### src/rtl/commu_slot_arb_pkg.sv
// Shared constants and state encoding for the commu slot scheduler/arbiter.
// State codes are 4 bits wide to line up with the commu main FSM encoding.
package commu_pkg;

    typedef enum logic [3:0] {
        S_IDLE  = 4'd0,
        S_GUARD = 4'd1,
        S_ARB   = 4'd2,
        S_FIRE  = 4'd3,
        S_BUSY  = 4'd4,
        S_TOUT  = 4'd5
    } slot_state_e;

    localparam int MISS_W = 16;

    localparam int GUARD_CYC_DEF = 16;
    localparam int TOUT_CYC_DEF  = 100000;

    // Short variants keep simulation builds from spending 100k cycles per watchdog test
    localparam int GUARD_CYC_SIM = 4;
    localparam int TOUT_CYC_SIM  = 100;

endpackage

### src/rtl/commu_slot_arb_if.sv
// Slot-arbiter bus: slot/request/done inputs and grant/status outputs.
// The master side drives the stimulus; the slave side is the arbiter.
interface commu_slot_arb_if
    import commu_pkg::*;
#(
    parameter int N_REQ = 4,
    parameter int IDX_W = 2
);
    logic              slot_begin;
    logic [N_REQ-1:0]  req;
    logic              done_tail;
    logic              slot_rdy;
    logic [N_REQ-1:0]  grant;
    logic [IDX_W-1:0]  grant_idx;
    logic              busy;
    logic              tout_err;
    logic [MISS_W-1:0] miss_cnt;

    modport master (
        output slot_begin, req, done_tail,
        input  slot_rdy, grant, grant_idx, busy, tout_err, miss_cnt
    );

    modport slave (
        input  slot_begin, req, done_tail,
        output slot_rdy, grant, grant_idx, busy, tout_err, miss_cnt
    );
endinterface

### src/rtl/commu_slot_arb_rr_pick.sv
// Combinational round-robin picker: first set request strictly after rr_ptr_i,
// wrapping around, so the previous owner has the lowest priority.
module commu_rr_pick #(
    parameter int N_REQ = 4,
    parameter int IDX_W = 2
) (
    input  logic [N_REQ-1:0] req_i,
    input  logic [IDX_W-1:0] rr_ptr_i,
    output logic [N_REQ-1:0] onehot_o,
    output logic [IDX_W-1:0] idx_o,
    output logic             valid_o
);

    int               c;
    logic [IDX_W-1:0] cIdx;

    always_comb begin
        onehot_o = '0;
        idx_o    = '0;
        valid_o  = 1'b0;
        c        = 0;
        cIdx     = '0;
        for (int k = 1; k <= N_REQ; k++) begin
            c = int'(rr_ptr_i) + k;
            if (c >= N_REQ) begin
                c = c - N_REQ;
            end
            cIdx = IDX_W'(c);
            if (!valid_o && req_i[cIdx]) begin
                valid_o        = 1'b1;
                idx_o          = cIdx;
                onehot_o[cIdx] = 1'b1;
            end
        end
    end

endmodule

### src/rtl/commu_slot_arb.sv
// Slot scheduler in front of the commu main FSM: guard delay, round-robin grant,
// slot_rdy launch pulse, grant hold until done_tail, and a watchdog abort.
module commu_slot_arb
    import commu_pkg::*;
#(
    parameter int N_REQ     = 4,
    parameter int IDX_W     = 2,
    parameter int GUARD_CYC = GUARD_CYC_DEF,
    parameter int TOUT_CYC  = TOUT_CYC_DEF,
    parameter int CNT_W     = 32
) (
    input  logic                 clk_sys,
    input  logic                 rst,
    commu_slot_arb_if.slave      bus
);

    slot_state_e       state_q;
    logic [CNT_W-1:0]  cnt_q;
    logic [IDX_W-1:0]  rrPtr_q;
    logic [N_REQ-1:0]  grant_q;
    logic [IDX_W-1:0]  grantIdx_q;
    logic [MISS_W-1:0] missCnt_q;

    logic [N_REQ-1:0]  pickOnehot;
    logic [IDX_W-1:0]  pickIdx;
    logic              pickValid;

    commu_rr_pick #(
        .N_REQ (N_REQ),
        .IDX_W (IDX_W)
    ) u_pick (
        .req_i    (bus.req),
        .rr_ptr_i (rrPtr_q),
        .onehot_o (pickOnehot),
        .idx_o    (pickIdx),
        .valid_o  (pickValid)
    );

    // Reset pointer at N_REQ-1 so index 0 is the first source to win.
    always_ff @(posedge clk_sys or posedge rst) begin
        if (rst) begin
            state_q    <= S_IDLE;
            cnt_q      <= '0;
            rrPtr_q    <= IDX_W'(N_REQ - 1);
            grant_q    <= '0;
            grantIdx_q <= '0;
            missCnt_q  <= '0;
        end else begin
            if (bus.slot_begin && (state_q != S_IDLE) && (missCnt_q != '1)) begin
                missCnt_q <= missCnt_q + MISS_W'(1);
            end
            unique case (state_q)
                S_IDLE: begin
                    if (bus.slot_begin) begin
                        state_q <= S_GUARD;
                        cnt_q   <= '0;
                    end
                end
                S_GUARD: begin
                    cnt_q <= cnt_q + CNT_W'(1);
                    if (cnt_q == CNT_W'(GUARD_CYC - 1)) begin
                        state_q <= S_ARB;
                    end
                end
                S_ARB: begin
                    if (pickValid) begin
                        grant_q    <= pickOnehot;
                        grantIdx_q <= pickIdx;
                        state_q    <= S_FIRE;
                    end else begin
                        state_q <= S_IDLE;
                    end
                end
                S_FIRE: begin
                    cnt_q   <= '0;
                    state_q <= S_BUSY;
                end
                S_BUSY: begin
                    cnt_q <= cnt_q + CNT_W'(1);
                    // done_tail takes priority over a watchdog expiring on the same edge
                    if (bus.done_tail) begin
                        grant_q    <= '0;
                        grantIdx_q <= '0;
                        rrPtr_q    <= grantIdx_q;
                        state_q    <= S_IDLE;
                    end else if (cnt_q == CNT_W'(TOUT_CYC - 1)) begin
                        state_q <= S_TOUT;
                    end
                end
                S_TOUT: begin
                    grant_q    <= '0;
                    grantIdx_q <= '0;
                    rrPtr_q    <= grantIdx_q;
                    state_q    <= S_IDLE;
                end
                default: begin
                    state_q <= S_IDLE;
                end
            endcase
        end
    end

    assign bus.slot_rdy  = (state_q == S_FIRE);
    assign bus.tout_err  = (state_q == S_TOUT);
    assign bus.busy      = (state_q != S_IDLE);
    assign bus.grant     = grant_q;
    assign bus.grant_idx = grantIdx_q;
    assign bus.miss_cnt  = missCnt_q;

endmodule

### src/flat_wrapper.sv
// flat-port wrapper written by rule: the top's interface ports become plain ports
module commu_slot_arb_flat import commu_pkg::*;
#(
    parameter int N_REQ     = 4,
    parameter int IDX_W     = 2,
    parameter int GUARD_CYC = GUARD_CYC_DEF,
    parameter int TOUT_CYC  = TOUT_CYC_DEF,
    parameter int CNT_W     = 32
)
  (clk_sys, rst, bus_slot_begin, bus_req, bus_done_tail, bus_slot_rdy, bus_grant, bus_grant_idx, bus_busy, bus_tout_err, bus_miss_cnt);
  commu_slot_arb_if #(.N_REQ(N_REQ), .IDX_W(IDX_W)) bus_i ();
  input  logic clk_sys;
  input  logic rst;
  input wire logic [$bits(bus_i.slot_begin)-1:0] bus_slot_begin;
  input wire logic [$bits(bus_i.req)-1:0] bus_req;
  input wire logic [$bits(bus_i.done_tail)-1:0] bus_done_tail;
  output wire logic [$bits(bus_i.slot_rdy)-1:0] bus_slot_rdy;
  output wire logic [$bits(bus_i.grant)-1:0] bus_grant;
  output wire logic [$bits(bus_i.grant_idx)-1:0] bus_grant_idx;
  output wire logic [$bits(bus_i.busy)-1:0] bus_busy;
  output wire logic [$bits(bus_i.tout_err)-1:0] bus_tout_err;
  output wire logic [$bits(bus_i.miss_cnt)-1:0] bus_miss_cnt;
  assign bus_i.slot_begin = bus_slot_begin;
  assign bus_i.req = bus_req;
  assign bus_i.done_tail = bus_done_tail;
  assign bus_slot_rdy = bus_i.slot_rdy;
  assign bus_grant = bus_i.grant;
  assign bus_grant_idx = bus_i.grant_idx;
  assign bus_busy = bus_i.busy;
  assign bus_tout_err = bus_i.tout_err;
  assign bus_miss_cnt = bus_i.miss_cnt;
  commu_slot_arb #(.N_REQ(N_REQ), .IDX_W(IDX_W), .GUARD_CYC(GUARD_CYC), .TOUT_CYC(TOUT_CYC), .CNT_W(CNT_W)) u_core (.clk_sys(clk_sys), .rst(rst), .bus(bus_i));
endmodule
### config.mk
export PLATFORM = sky130hd
export DESIGN_NAME = commu_slot_arb_flat
export DESIGN_NICKNAME = d
export VERILOG_FILES = /design/src/rtl/commu_slot_arb_pkg.sv /design/src/rtl/commu_slot_arb_if.sv /design/src/rtl/commu_slot_arb_rr_pick.sv /design/src/rtl/commu_slot_arb.sv /design/src/flat_wrapper.sv
export SDC_FILE = /design/constraint.sdc
export NUM_CORES = 1
export LEC_CHECK = 0
export BUFFER_PORTS_ARGS = -buffer_cell sky130_fd_sc_hd__buf_2
export CORE_MARGIN = 2
export CORE_UTILIZATION = 60
export DETAILED_ROUTE_END_ITERATION = 8
export PLACE_DENSITY = 0.87
export SLEW_MARGIN = 20
export SYNTH_ARGS = -nofsm -noshare
export SYNTH_HDL_FRONTEND = slang
export SYNTH_SLANG_ARGS = --single-unit
### constraint.sdc
create_clock -name clk_sys -period 6.8 [get_ports clk_sys]
set_input_delay 0 -clock clk_sys [delete_from_list [all_inputs] [get_ports clk_sys]]
set_output_delay 0 -clock clk_sys [all_outputs]
set_load 0.1 [all_outputs]
==> metrics.md <==
| Metric | Value |
|---|---|
| Status | complete, no violations |
| Antenna Cells | 0 |
| Measured slew at the worst slew-check pin | 0.532 ns |
| Die area | 6820 sq um |
| Unrepaired setup endpoints after global routing | no |
| Remaining DRCs | 0 |
| Pwr dens | 327 nW/um^2 |
| Final WS setup | 4.14 ns |
| Syn Nets | 408 |
| I/O pins | 33 |
| CTS H-Tree Depth | 3 |
| Fin nets | 438 |
| Port-buffer cells | 32 |
| Worst flop-to-flop path endpoint | u_core.bus.grant[3] |
| Peak VDD IR | 0.295 mV |
| Final TNS setup | 0 ns |
| Main combinational cell family by area after synthesis | simple AND/OR/NAND/NOR gates |
| #FFs+latches synth | 59 |
| Clock buffer count from CTS | 9 |
| Mux cell area share after synthesis | 4.18% |
| Starting Density | 62.2% |
| R2R depth | 7 |
| Syn Inst Count | 390 |
| Total power | 1.34 mW |
| CTS sink cnt | 59 |
| Initial antenna violation count | 0 |
| Library cells used by synthesis | 67 |
| Final Cell Area | 4100 sq um |
| Die Ht | 82.6 um |
| Sequential area share after synthesis | 39.9% |
| Max Freq | 376 MHz |
| Synthesized area | 3710 sq um |
| R2R setup slack | 4.14 ns |
| Global-route wire length before repair | 13500 um |
| Final Slew Violations | 0 |
| Setup Skew | 0.0107 ns |
| Initial DRC count | 260 |
| Grt total ovfl | 0 |
| Max-Cap Viols | 0 |
| GPL Wtd Cong | 0.945 |
| Chip width | 82.6 um |
| Gr usage total | 25.9% |
| Vias per inst | 6.30 |
| Synthesized area per cell | 9.51 sq um |
| Post-synthesis adder-cell area fraction | 3.37% |
| Worst min path class | input port to async pin |
| Max FO, Critical Path | 15 |
| Compound-cell area share of the yosys netlist | 13.4% |
| Clock latency on the worst-skew pair | 0.34 ns |
| Post-synth EDFFs | 0 |
| Via count | 3150 |
| Synth Area in Simple Gates | 29.0% |
| Final WL | 7970 um |
| CTS tree | yes |
| Clock Path Buffers | 2 |
| Most frequent cells in the layout | 57 x dfrtp_1, 35 x nor2_1, 32 x buf_2 |
| Dominant synthesized flop cell | dfrtp_1 |
| Pre-Repair DR Iteration Count | 5 |
| Worst setup EP type | flip-flop |
| Dpl cell area | 3880 sq um |
| Area growth syn-to-layout | 10.5% |
| Ys async rst share | 100% |
| Row cnt | 28 |
| Post-Synth XOR/XNOR Area | 6.38% |
| Clk root buf | clkbuf_8 |
| Yosys warns | 0 |
| Final antenna-violating net count | 0 |
| Slew headroom | 64.0% |
| Critical Path Start Type | flip-flop |
| Commonest non-fill, non-tap cell in the layout | dfrtp_1 |
| # fillers | 448 |
| Setup-failing EPs final | 0 |
| Final Cycle Share | 39.2% |
| Period minus WS final | 2.66 ns |
| DP HPWL | 5490 um |
| Core area | 5960 sq um |
| CP Data Arrival Time | 2.89 ns |
| Layout cells sized above 1 | 18.6% |
| RR Startpoint | u_core.rrPtr_q[0] |
| Fin. Hold Viols | 0 |
| Pleak | 1.83 nW |
| Largest net degree at the start of global routing | 43 |
| CTS resizes | 0 |
| Post-place setup slack | 4.17 ns |
| Clock Pin Slew Worst Setup and Hold Paths | 0.07 ns |
| Setup CP Type | flip-flop to flip-flop |
| Vias in the first global route | 2969 |
| CP required | 7.03 ns |
| DR WL/cell | 15.9 um |
==> critical path: stages, from the launching register on <==
cell and delay [ns]:
dfstp_2 0.70, inv_1 0.22, ha_1 0.49, mux4_2 0.34, nor2b_4 0.15, a221oi_1 0.28, nor3_1 0.09, a221o_1 0.28
==> final cells by class <==
class	count	area, sq um	share of cell area (%)
multi-input cells	302	2090	51.0
flip-flops and latches	59	1480	36.1
repair buffers	36	195	4.76
clock buffers	11	141	3.45
well taps	75	93.8	2.29
clock inverters	5	52.6	1.28
inverters	12	45.0	1.10
==> worst max-delay path by stage <==
stage | from | endpoint | cells past startpoint
5_1_grt | u_core.rrPtr_q[0] | u_core.bus.grant[3] | 7
3_3_place_gp | u_core.rrPtr_q[0] | u_core.bus.grant[3] | 7
6_report | u_core.rrPtr_q[0] | u_core.bus.grant[3] | 7
4_1_cts | u_core.rrPtr_q[0] | u_core.bus.grant[3] | 7
2_1_floorplan | u_core.rrPtr_q[1] | u_core.bus.grant[0] | 9
3_5_place_dp | u_core.rrPtr_q[0] | u_core.bus.grant[3] | 7
==> timing repair <==
item | 4_1_cts | 5_1_grt
endpoints found under the hold margin | 18 | 0
buffers inserted | 0 | 0
hold buffers | 2 | 0
==> layer usage <==
layer / routed length (um) / vias to the layer above / GRT usage, %
met3: 380 / 7 / 7.93
met2: 4020 / 91 / 42.4
met4: 54 / 0 / 9.18
li1: - / 1506 / -
met5: 0 / - / 0
met1: 3520 / 1546 / 32.4
==> power breakdown <==
group          internal [mW]  leakage, nW  switching, mW
clock network          0.177       0.0991          0.141
logic                  0.139        0.939          0.407
registers              0.402        0.789         0.0745
==> cell families (layout without fill, tap and decap cells) <==
group | after synthesis | in the layout
and+or+nand+nor | 184 | 184
muxes | 11 | 11
DFF | 59 | 59
AOI/OAI and AO/OA | 70 | 70
buffers and inverters | 29 | 64
adders and majority gates | 10 | 10
xor gates and xnor gates | 27 | 27
==> per-stage QoR <==
| step | util (%) | hold slack (ns) | std cells |
|---|---|---|---|
| floorplan | - | 0.205 | 390 |
| global placement | 65.2 | -0.00582 | 482 |
| detailed placement | 65.2 | 0.00109 | 482 |
| CTS | 68.8 | 0.144 | 500 |
| global route | 68.8 | 0.179 | 500 |
| finish | 68.8 | 0.172 | 500 |
==> Yosys cell counts (all sizes together), types with 10 or more instances <==
library cell | count | area share [%]
a21oi | 15 | 2.0
nor3 | 20 | 3.3
nand4 | 21 | 4.5
nand2 | 29 | 3.0
dfrtp | 57 | 38
o21ai | 14 | 2.2
or3 | 11 | 1.9
nand3 | 14 | 2.0
xnor2 | 15 | 3.5
xor2 | 12 | 2.8
inv | 12 | 1.2
nor2 | 35 | 3.5
buf | 12 | 2.0
nor4 | 10 | 2.3
ha | 10 | 3.4
==> sequential cells by signal, indices dropped and copies added, names as in the netlist <==
| signal | cells |
|---|---|
| u_core.bus.grant | 4 |
| u_core.bus.miss_cnt | 16 |
| u_core.bus.grant_idx | 2 |
| u_core.rrPtr_q | 2 |
| u_core.state_q | 3 |
| u_core.cnt_q | 32 |
Note: power is estimated with default switching activity, not from simulation.
